$ cat config.mk
export PLATFORM = sky130hd
export DESIGN_NAME = trap_filter_sequencer
export DESIGN_NICKNAME = d
export VERILOG_FILES = /design/src/rtl/trap_filter_sequencer.sv
export SDC_FILE = /design/constraint.sdc
export NUM_CORES = 1
export LEC_CHECK = 0
export ABC_AREA = 1
export CAP_MARGIN = 10
export CORE_MARGIN = 5
export CORE_UTILIZATION = 55
export CTS_BUF_LIST = sky130_fd_sc_hd__clkbuf_8
export CTS_CLUSTER_DIAMETER = 100
export DETAILED_ROUTE_END_ITERATION = 12
export HOLD_SLACK_MARGIN = 0.05
export PLACE_DENSITY = 0.85
export SLEW_MARGIN = 20
export SYNTH_ARGS = -nofsm -noshare
export SYNTH_HDL_FRONTEND = slang
export SYNTH_SLANG_ARGS = --single-unit
$ cat constraint.sdc
create_clock -name SYS_CLK -period 4.8 [get_ports SYS_CLK]
set_clock_uncertainty 0.05 [all_clocks]
set_input_delay 1.2 -clock SYS_CLK [delete_from_list [all_inputs] [get_ports SYS_CLK]]
set_output_delay 1.2 -clock SYS_CLK [all_outputs]
set_load 0.01 [all_outputs]
$ cat src/rtl/trap_filter_sequencer.sv
// Event sequencer for the trapezoidal-filter chain: arm, trigger, rise, flat-top capture, hand-off, dead time.
// Optional build macro PILEUP_REJECT_EN rejects events whose flat-top sees a fresh threshold crossing.
module trap_filter_sequencer #(
   parameter int DW = 22,
   parameter int CW = 16,
   parameter int EW = 16
) (
   input  logic          SYS_CLK,
   input  logic          RESET_N,
   input  logic          CFG_ENABLE,
   input  logic [DW-1:0] CFG_THRESH,
   input  logic [CW-1:0] CFG_RISE,
   input  logic [CW-1:0] CFG_FLAT,
   input  logic [CW-1:0] CFG_DEAD,
   input  logic          SAMPLE_VALID,
   input  logic [DW-1:0] TRAP_IN,
   output logic          ACC_EN,
   output logic          ACC_CLR,
   output logic [DW-1:0] ENERGY_OUT,
   output logic          ENERGY_VALID,
   input  logic          ENERGY_READY,
   output logic          BUSY,
   output logic          PILEUP,
   output logic [EW-1:0] EVENT_CNT,
   output logic [2:0]    DBG_STATE
);

   // DBG_STATE encoding: 0 IDLE, 1 ARMED, 2 RISE, 3 FLAT, 4 OUT, 5 DEAD.
   typedef enum logic [2:0] {
      S_IDLE  = 3'd0,
      S_ARMED = 3'd1,
      S_RISE  = 3'd2,
      S_FLAT  = 3'd3,
      S_OUT   = 3'd4,
      S_DEAD  = 3'd5
   } state_t;

   state_t        state_q;
   logic [CW-1:0] cnt_q;
   logic [DW-1:0] energy_q;
   logic          valid_q;
   logic          busy_q;
   logic          clr_q;
   logic [EW-1:0] evt_q;

   logic [CW-1:0] rise_eff;
   logic [CW-1:0] flat_eff;
   logic [CW-1:0] cap_pt;
   logic [CW-1:0] cnt_d;
   logic          above;

   assign rise_eff = (CFG_RISE == '0) ? CW'(1) : CFG_RISE;
   assign flat_eff = (CFG_FLAT == '0) ? CW'(1) : CFG_FLAT;
   // (flat+1)>>1 without a carry bit: floor(flat/2) plus the odd bit.
   assign cap_pt   = {1'b0, flat_eff[CW-1:1]} + CW'(flat_eff[0]);
   assign cnt_d    = cnt_q + CW'(1);
   assign above    = $signed(TRAP_IN) > $signed(CFG_THRESH);

`ifdef PILEUP_REJECT_EN
   logic          pileup_q;
   logic [DW-1:0] prev_q;
   logic          crossing;
   assign crossing = above && ($signed(prev_q) <= $signed(CFG_THRESH));
   assign PILEUP   = pileup_q;
`else
   assign PILEUP   = 1'b0;
`endif

   // Handshake: ENERGY_VALID rises on OUT entry and holds ENERGY_OUT stable until a cycle
   // with ENERGY_READY high; the transfer completes on that edge and VALID drops next cycle.
   assign ACC_EN       = SAMPLE_VALID & (state_q != S_IDLE);
   assign ACC_CLR      = clr_q;
   assign ENERGY_OUT   = energy_q;
   assign ENERGY_VALID = valid_q;
   assign BUSY         = busy_q;
   assign EVENT_CNT    = evt_q;
   assign DBG_STATE    = state_q;

   always_ff @(posedge SYS_CLK or negedge RESET_N) begin
      if (!RESET_N) begin
         state_q  <= S_IDLE;
         cnt_q    <= '0;
         energy_q <= '0;
         valid_q  <= 1'b0;
         busy_q   <= 1'b0;
         clr_q    <= 1'b0;
         evt_q    <= '0;
`ifdef PILEUP_REJECT_EN
         pileup_q <= 1'b0;
         prev_q   <= '0;
`endif
      end else begin
         clr_q <= 1'b0;
`ifdef PILEUP_REJECT_EN
         pileup_q <= 1'b0;
         if (!CFG_ENABLE || state_q == S_IDLE) prev_q <= '0;
         else if (SAMPLE_VALID)                 prev_q <= TRAP_IN;
`endif
         if (!CFG_ENABLE) begin
            state_q <= S_IDLE;
            valid_q <= 1'b0;
            busy_q  <= 1'b0;
            cnt_q   <= '0;
         end else begin
            case (state_q)
               S_IDLE: begin
                  state_q <= S_ARMED;
                  clr_q   <= 1'b1;
               end
               S_ARMED: if (SAMPLE_VALID && above) begin
                  state_q <= S_RISE;
                  busy_q  <= 1'b1;
                  cnt_q   <= CW'(1);
               end
               S_RISE: if (SAMPLE_VALID) begin
                  if (cnt_q >= rise_eff) begin
                     state_q <= S_FLAT;
                     cnt_q   <= CW'(1);
                  end else begin
                     cnt_q <= cnt_d;
                  end
               end
               S_FLAT: if (SAMPLE_VALID) begin
`ifdef PILEUP_REJECT_EN
                  if (crossing) begin
                     pileup_q <= 1'b1;
                     state_q  <= S_DEAD;
                     cnt_q    <= CW'(1);
                  end else
`endif
                  begin
                     if (cnt_q == cap_pt) energy_q <= TRAP_IN;
                     if (cnt_q >= flat_eff) begin
                        state_q <= S_OUT;
                        valid_q <= 1'b1;
                     end else begin
                        cnt_q <= cnt_d;
                     end
                  end
               end
               S_OUT: if (ENERGY_READY) begin
                  valid_q <= 1'b0;
                  evt_q   <= evt_q + EW'(1);
                  if (CFG_DEAD == '0) begin
                     state_q <= S_ARMED;
                     busy_q  <= 1'b0;
                  end else begin
                     state_q <= S_DEAD;
                     cnt_q   <= CW'(1);
                  end
               end
               S_DEAD: if (SAMPLE_VALID) begin
                  if (cnt_q >= CFG_DEAD) begin
                     state_q <= S_ARMED;
                     busy_q  <= 1'b0;
                  end else begin
                     cnt_q <= cnt_d;
                  end
               end
               default: begin
                  state_q <= S_IDLE;
                  valid_q <= 1'b0;
                  busy_q  <= 1'b0;
               end
            endcase
         end
      end
   end

endmodule
* Yosys cells after proc, flatten, opt, wreduce, memory -nomap -nowiden
Index checks and enable logic that the tools add are counted.
Operators by class: div/mod/pow operators 0, equality and inequality tests 21, $mul 0, add/sub/neg operators 3, reduce and logical (&&, ||, !) cells 14, shifts and indexed selects 0, order comparisons 4, bitwise gates (word level) 1, multiplexer cells 38
Operators by type and width (count):
- 16-bit 2-to-1 mux | 12
- 16-bit one-hot mux with 5 select lines | 1
- 16-bit >= comparator | 3
- 16-bit logical NOT | 3
- 3-bit inequality test (second input constant) | 12
- 16-bit by 1-bit adder with 16-bit output (second input constant) | 2
- 3-bit 2-to-1 mux | 10
- 22-bit greater-than comparator | 1
- 3-bit one-hot mux with 6 select lines | 1
- 15-bit by 1-bit adder with 16-bit output | 1
- 16-bit == test | 1
- 1-bit 2-to-1 mux | 12
- 9-bit AND reduction | 1
- 4-bit AND reduction | 2
- 8-bit AND reduction | 1
- 3-bit by 2-bit == test with 1-bit output (second input constant) | 2
- 3-bit == test (second input constant) | 2
- 6-bit by 1-bit inequality test with 1-bit output (second input constant) | 1
- 6-bit AND reduction | 1
- 2-bit inequality test (second input constant) | 2
- 1-bit one-hot mux with 4 select lines | 1
- 4-bit OR reduction | 1
- 3-bit by 1-bit == test with 1-bit output (second input constant) | 1
- 3-bit logical NOT | 1
- other kinds (6) | 6
Storage, ports and cells: bits in writable memories 0, bits in latches 0, bits in read-only memories 0, flip-flop bits (word level) 60, output and inout bits 46, memories 0

* Depth between registers and ports, before layout
Gate-level depths: netlist of the first run.
depth after elaboration 7, depth in mapped cells 19, depth with buffers taken out 18

* Least setup slack after synthesis of the first run
No wires, ideal clock.
path type in2reg, from input CFG_RISE[12], to register cnt_q[10], path slack 1632 ps, arrival time 3052 ps, library setup time 66 ps, cell stages on the path 15, cell sequence nor4_1 -> nand3_1 -> o41ai_1 -> ha_1 -> nor2_1 -> o21ai_0 -> nand2_1 -> nand2_1 -> nand2_1 -> nand2_1 -> nand4_1 -> clkbuf_1 -> a21oi_1 -> nand4_1 -> nand2_1
Between the ends: cells in the longest elaborated chain, start to end 7
Ends and longest elaborated chain:
- start: declaration | RTL line 12 | input logic [CW-1:0] CFG_RISE,
- 16-bit logical NOT | RTL line 52 | assign rise_eff = (CFG_RISE == '0) ? CW'(1) : CFG_RISE;
- 16-bit 2-to-1 mux (*) | RTL line 52
- 16-bit >= comparator (*) | RTL line 116 | if (cnt_q >= rise_eff) begin
- 16-bit 2-to-1 mux (*) | RTL line 116
- 16-bit 2-to-1 mux (*) | RTL line 115 | S_RISE: if (SAMPLE_VALID) begin
- 16-bit one-hot mux with 5 select lines (*) | RTL line 105 | case (state_q)
- 16-bit 2-to-1 mux (*) | RTL line 99 | if (!CFG_ENABLE) begin
- end signal: assignment | RTL line 120 | cnt_q <= cnt_d;
- end signal: assignment | RTL line 137 | cnt_q <= cnt_d;
- end signal: assignment | RTL line 157 | cnt_q <= cnt_d;
- end: declaration | RTL line 39 | logic [CW-1:0] cnt_q;
Every way passes the cells marked *; elsewhere a longest branch is shown, timed or not. The select of a mux whose other input is x is not followed. A chain may end at the register's enable or synchronous reset.

* Worst setup path in the final report of the first run
from input CFG_RISE[12], to register cnt_q[4]
Same word-level chain as after synthesis.

==> reports/summary.txt, run 1 <==
Status: completed
Post-synth top area share: 0.2552
Routability cong.: 0.8907
Drt pass-1 iters: 6
Layout area overhead: 29.00%
Post-Place Worst Slack: 0.6215 ns
Worst-margin pin slew: 1.123 ns
Cell Area, Synth: 5884 sq um
Finished Core Util: 0.7320
Post_cts resized: 0
Worst-path clk slew: 0.07 ns
Met1 Usage GRT: 0.3426
Top-count cell post-synth: nand2_1
DR WL/cell: 14.71 microns
Row cnt: 37
Fmax achieved: 257.3 MHz
Core Footprint: 10370 sq um
PwrDens: 219.1 nW/um^2
Met3 Usage GRT: 0.03342
Grt ovf: 0
YS warnings: 0
Clock sink total: 60
Setup WS post-layout: 0.9132 ns
Final period utilization: 0.8097
Post-CTS Hold Buffers: 0
PortBufs: 141
Required @ worst endpoint: 5.03 ns
Library cells used by synthesis: 37
Post-synthesis sequential area ratio: 0.2552
Largest buffer count on any clock path: 2
Worst skew pair latency: 0.34 ns
Register area: 1501 sq um
Final setup TNS: 0 ns
H-tree levels: 3
CP Class: in2reg
TritonCTS buffer count: 9
Post-Route WL: 16.92 mm
Post-DRT Antenna Nets: 0
Initial Utilization: 0.5674
Synth async-reset ratio: 1.000
Nature of the critical path endpoint: flip-flop
Ports: 143
Total Routing Usage GR: 0.2628
CP Launch Type: input port
WP data arrival: 4.11 ns
Largest net degree at the start of global routing: 33
RSZ-0062 raised after global routing: no
Beginning of the critical path: CFG_RISE[12]
Reg2reg start: cnt_q[9]
Met2 GRT Util: 0.4534
Min Tclk post-route: 3.887 ns
Setup violators final: 0
Post-CTS Setup Bufs: 0
Die Area: 12870 sq um
Hold wc startpoint: ENERGY_OUT[14]
Area contributors post-synth: dfrtp_1 26%, nand2_1 16%, ha_1 16%
Post-Syn Area per Cell: 6.717 sq um
Post-synth net total: 1046
Final hold violation count: 0
Die height: 113.4 microns
Multi-input logic area: 3765 sq um
DR vias: 6270
TritonCTS clock tree: yes
Number of synthesized flops with an enable pin: 0
CP max FO: 15
Die W: 113.4 microns
Fillers: 861
Synth Flop Type: dfrtp_1
Fin nets: 1179
Ant diodes: 0
Max-cap violations: 0
Register bit count reported by yosys: 60
Vias in the first global route: 5955
Hold WC Path Type: reg2reg
Root Driver: clkbuf_8
Vias per Instance: 5.452
Worst rel slew slack: 0.2488
Most frequent cells after synthesis: 249 x nand2_1, 130 x inv_1, 73 x ha_1, 70 x nand4_1, 69 x nor2_1
Lkg Pwr: 4.033 nW
Layout cells sized above 1: 0.04438
Cells after Synth: 876
Post-synth top area cell: dfrtp_1
Residual DRC: 0
Peak supply drop: 0.1341 mV
DR iter-0 viols: 619
Initial antenna violation count: 0
Max-slew violations: 0
First-pass GRT wire length: 27.94 mm
Hpwl dp: 13.08 mm
Grt peak-use layer: met2
==> cell type report <==
class / count / share of cell area
clock inverters: 7 / 0.01302
multi-input cells: 661 / 0.4960
well taps: 136 / 0.02242
inverters: 132 / 0.06527
repair buffers: 145 / 0.1892
flip-flops and latches: 60 / 0.1978
clock buffers: 9 / 0.01632
==> sequential cells by signal, indices dropped and copies added, names as in the netlist <==
signal,flops
BUSY,1
ENERGY_OUT,22
DBG_STATE,3
ACC_CLR,1
ENERGY_VALID,1
EVENT_CNT,16
cnt_q,16
==> path summary, 6_finish.rpt <==
check,to,slack (ns),cells after the start
max in group asynchronous,cnt_q[2],2.98,2
hold reg to reg,ENERGY_OUT[14],0.42,2
min in group asynchronous,ENERGY_OUT[15],0.82,1
hold / removal,ENERGY_OUT[14],0.42,2
setup / recovery,cnt_q[4],0.91,15
setup reg to reg,cnt_q[4],1.98,10
==> layout by cell type, fill, tap and decap left out, types with 2 or more instances in the layout <==
| cell | n |
|---|---|
| nand2_1 | 249 |
| clkdlybuf4s50_1 | 140 |
| inv_1 | 130 |
| ha_1 | 73 |
| nand4_1 | 70 |
| nor2_1 | 69 |
| dfrtp_1 | 60 |
| nand3_1 | 55 |
| a21oi_1 | 49 |
| xnor2_1 | 19 |
| xor2_1 | 14 |
| o21ai_0 | 13 |
| nor3_1 | 11 |
| nor2_2 | 10 |
| clkbuf_8 | 9 |
| or2_2 | 4 |
| buf_4 | 4 |
| o21bai_1 | 3 |
| o21a_1 | 3 |
| nor4_1 | 2 |
| inv_2 | 2 |
| a21oi_2 | 2 |
| nand2_2 | 2 |
| clkinv_4 | 2 |
| bufinv_16 | 2 |
==> worst max-delay path, stage by stage <==
cell and delay [ns]:
clkdlybuf4s50_1 0.42, nor4_1 0.31, nand3_1 0.11, o41ai_1 0.29, ha_1 0.21, nor2_1 0.04
o21ai_0 0.14, nand2_1 0.07, nand2_1 0.06, nand2_1 0.04, nand2_1 0.09, nand4_1 0.54
a21oi_1 0.37, nand4_1 0.12, nand2_1 0.09
==> report_power, final <==
group	total, W	internal [W]	switching (W)
Sequential	0.000574	0.000532	0.0000411
Clock	0.000515	0.000295	0.000221
Combinational	0.000574	0.000236	0.000339
Total	0.00166	0.00106	0.000600
==> through the flow <==
stage / hold WS [ns] / power (W) / area (sq um) / std cells
floorplan: 0.4556 / 0.0009142 / 5884 / 876
global placement: 0.4024 / 0.001139 / 7368 / 1134
detailed placement: 0.4077 / 0.001150 / 7368 / 1134
CTS: 0.4256 / 0.001665 / 7591 / 1150
global route: 0.4427 / 0.001761 / 7591 / 1150
finish: 0.4234 / 0.001663 / 7591 / 1150
==> metal layers <==
metal	vias up	routed length (microns)
li1	3138	-
met1	2821	7155
met2	271	7941
met3	40	1432
met4	0	388
met5	-	0
==> kinds of logic (layout without fill, tap and decap cells) <==
kind of cell	count (synthesis)	after routing	share of synthesized area
adder cells (fa/ha/maj)	73	73	0.1552
buffers and inverters	155	293	0.1050
flip-flops	60	60	0.2552
other	1	1	0.0006373
AND/OR/NAND/NOR	478	478	0.3636
AO/OA/AOI/OAI	76	76	0.07123
XOR/XNOR	33	33	0.04912
Note: power is estimated with default switching activity, not from simulation.
==> inputs of run 2 (changes only) <==
Settings changed: CORE_UTILIZATION 55 to 47, PLACE_DENSITY 0.85 to 0.76.
Clock period 4.8 ns to 3.39 ns, I/O delays scaled along.
==> run 2 against run 1 <==
Utilization fell by 9.4 points. Routed wire length grew 2.4%. Sequential cell count unchanged. Via count increased by 0.32%. Final area grew 2.2%. Register-to-register slack worse by 1.3 ns. Count of clock-buffer cells in the layout unchanged. Die area up 15%. Global-route usage fell by 3.1 points. Cell count grew 4.3%. Sequential power rose by 42%. Critical endpoint is now cnt_q[10]. Largest power group is now combinational logic. Highest routed layer unchanged.
==> reports/summary.txt, run 2 (synthesis gave the netlist of run 1 again) <==
Routability cong.: 0.8956 (was 0.8907)
P_int: 0.001537 W (was 0.001063 W)
Total Routing Usage GR: 0.2317 (was 0.2628)
Peak supply drop: 0.2246 mV (was 0.1341 mV)
Hold depth: 2 (unchanged)
Row cnt: 40 (was 37)
Drt pass-1 iters: 5 (was 6)
Core Footprint: 12160 sq um (was 10370 sq um)
Worst setup path endpoint: cnt_q[10] (was cnt_q[4])
Final period utilization: 0.9002
Final setup TNS: 0 ns (unchanged)
DR WL/cell: 14.45 microns (was 14.71 microns)
Max-slew violations: 0 (unchanged)
Post-CTS Hold Buffers: 0 (unchanged)
Beginning of the critical path: CFG_RISE[12] (unchanged)
Nature of the critical path endpoint: flip-flop (unchanged)
Leading cell type in the layout, fill and taps excluded: nand2_1 (unchanged)
Crit path buf inv count: 2 (was 1)
CP Launch Type: input port (unchanged)
Hpwl dp: 13.54 mm (was 13.08 mm)
Worst-margin pin slew: 1.075 ns (was 1.123 ns)
Post_cts resized: 0 (unchanged)
Clock sink total: 60 (unchanged)
PortBufs: 141 (unchanged)
Final hold violation count: 0 (unchanged)
Crit path depth: 16 (was 15)
Min Tclk post-route: 3.052 ns
Ant diodes: 0 (unchanged)
CP top delay family: simple AND/OR/NAND/NOR gates (unchanged)
Layout area overhead: 31.89% (was 29.00%)
Initial antenna violation count: 0 (unchanged)
TritonCTS buffer count: 9 (unchanged)
Fmax achieved: 327.7 MHz
Required @ worst endpoint: 3.63 ns (was 5.03 ns)
Grt ovf: 0 (unchanged)
H-tree levels: 3 (unchanged)
Max-cap violations: 0 (unchanged)
Residual DRC: 0 (unchanged)
DR iter-0 viols: 548 (was 619)
Root Driver: clkbuf_8 (unchanged)
Flop pwr share: 0.336 (was 0.345)
Die Area: 14860 sq um (was 12870 sq um)
Most frequent cells in the layout: 249 x nand2_1, 140 x clkdlybuf4s50_1, 130 x inv_1, 73 x ha_1, 70 x nand4_1 (unchanged)
Worst path most repeated cell: nand2_1 (unchanged)
Die W: 121.9 microns (was 113.4 microns)
Worst path max stage delay: 0.41 ns (was 0.54 ns)
TritonCTS clock tree: yes (unchanged)
Reg2reg start: DBG_STATE[2] (was cnt_q[9])
Sw frac: 0.3653 (was 0.3610)
Vias in the first global route: 5889 (was 5955)
Ports: 143 (unchanged)
DR vias: 6290 (was 6270)
Combinational Power Share: 0.354 (was 0.345)
Worst r2r dst: cnt_q[6] (was cnt_q[4])
Clk network pwr share: 0.310 (about the same)
WP data arrival: 3.29 ns (was 4.11 ns)
Largest net degree at the start of global routing: 47 (was 33)
Largest buffer count on any clock path: 2 (unchanged)
Layout cells sized above 1: 0.06014 (was 0.04438)
Hold WC Path Type: reg2reg (unchanged)
Vias per Instance: 5.246 (was 5.452)
Max FFs per register: 22 (unchanged)
First-pass GRT wire length: 27.88 mm (was 27.94 mm)
Post-Place Worst Slack: -0.01718 ns (was 0.6215 ns)
Worst rel slew slack: 0.2805 (was 0.2488)
R2R Setup Slk: 0.73 ns (was 1.98 ns)
Die height: 121.9 microns (was 113.4 microns)
Worst-path clk slew: 0.08 ns (was 0.07 ns)
Setup violators final: 0 (unchanged)
Fin nets: 1196 (was 1179)
Power Total: 0.002422 W (was 0.001663 W)
Lkg Pwr: 4.116 nW (was 4.033 nW)
Worst skew pair latency: 0.36 ns (was 0.34 ns)
Initial Utilization: 0.4838 (was 0.5674)
Finished Core Util: 0.6382 (was 0.7320)
Reg2Reg Depth: 11 (was 10)
PwrDens: 312.1 nW/um^2 (was 219.1 nW/um^2)
Sw Pwr: 0.0008849 W (was 0.0006004 W)
CP max FO: 13 (was 15)
CP Class: in2reg (unchanged)
Setup WS post-layout: 0.3384 ns (was 0.9132 ns)
Post-DRT Antenna Nets: 0 (unchanged)
Post-Route WL: 17.32 mm (was 16.92 mm)
Status: completed (unchanged)
Post-CTS Setup Bufs: 0 (unchanged)
RSZ-0062 raised after global routing: no (unchanged)
CP max stage cell: clkdlybuf4s50_1 (was nand4_1)
Critical-path cell list: clkdlybuf4s50_1, nor4_1, nand3_1, o41ai_1, ha_1, nor2_1, o21ai_0, nand2_1, nand2_1, nand2_1, nand2_1, nand4_1, buf_4, a21oi_1, nand4_1, nand2_1 (was clkdlybuf4s50_1, nor4_1, nand3_1, o41ai_1, ha_1, nor2_1, o21ai_0, nand2_1, nand2_1, nand2_1, nand2_1, nand4_1, a21oi_1, nand4_1, nand2_1)
[run 2: cell types whose count changed in the layout (fill, tap and decap cells not counted)]
cell	change
buf_2	-1
buf_4	+18
[run 2: layout make-up]
type                       instances  area, sq um
timing repair buffer             162         1567
inverter                         132        495.5
fill                            1122         4400
clock inverter                     7        98.84
multi-input combinational        661         3765
sequential                        60         1501
clock buffer                       9        123.9
tap                              168        210.2
[run 2: worst min path at each step]
stage | startpoint | to
floorplan | ENERGY_OUT[0] | ENERGY_OUT[0]
global placement | ENERGY_OUT[8] | ENERGY_OUT[8]
detailed placement | ENERGY_OUT[8] | ENERGY_OUT[8]
CTS | ENERGY_OUT[8] | ENERGY_OUT[8]
global route | ENERGY_OUT[13] | ENERGY_OUT[13]
finish | ENERGY_OUT[8] | ENERGY_OUT[8]
[run 2: worst min-delay path, stage by stage, from the launching register on]
cell and delay (ns):
dfrtp_1 0.35, nand2_1 0.05, nand2_1 0.04
[run 2: power groups by stage]
stage	Sequential, W	Clock [W]	Combinational (W)
2_1_floorplan	0.000817	0	0.000477
3_3_place_gp	0.000824	0	0.000839
3_5_place_dp	0.000825	0	0.000846
4_1_cts	0.000813	0.000755	0.000853
5_1_grt	0.000820	0.000788	0.000955
6_report	0.000813	0.000752	0.000858
[run 2: metal layers]
| metal | vias to the layer above | share of wire | GRT usage |
|---|---|---|---|
| met5 | - | 0 | 0 |
| met4 | 0 | 0.025 | 0.08403 |
| met3 | 44 | 0.075 | 0.03250 |
| met2 | 257 | 0.47 | 0.3968 |
| met1 | 2819 | 0.43 | 0.2976 |
| li1 | 3170 | - | - |
[run 2: metrics by stage]
step,cell area [sq um],std cells,hold WS [ns]
final,7761,1199,0.4225
after global routing,7761,1199,0.4395
after CTS,7759,1199,0.4273
after detailed placement,7536,1183,0.4084
after global placement,7536,1183,0.4041
after floorplan,5884,876,0.4556
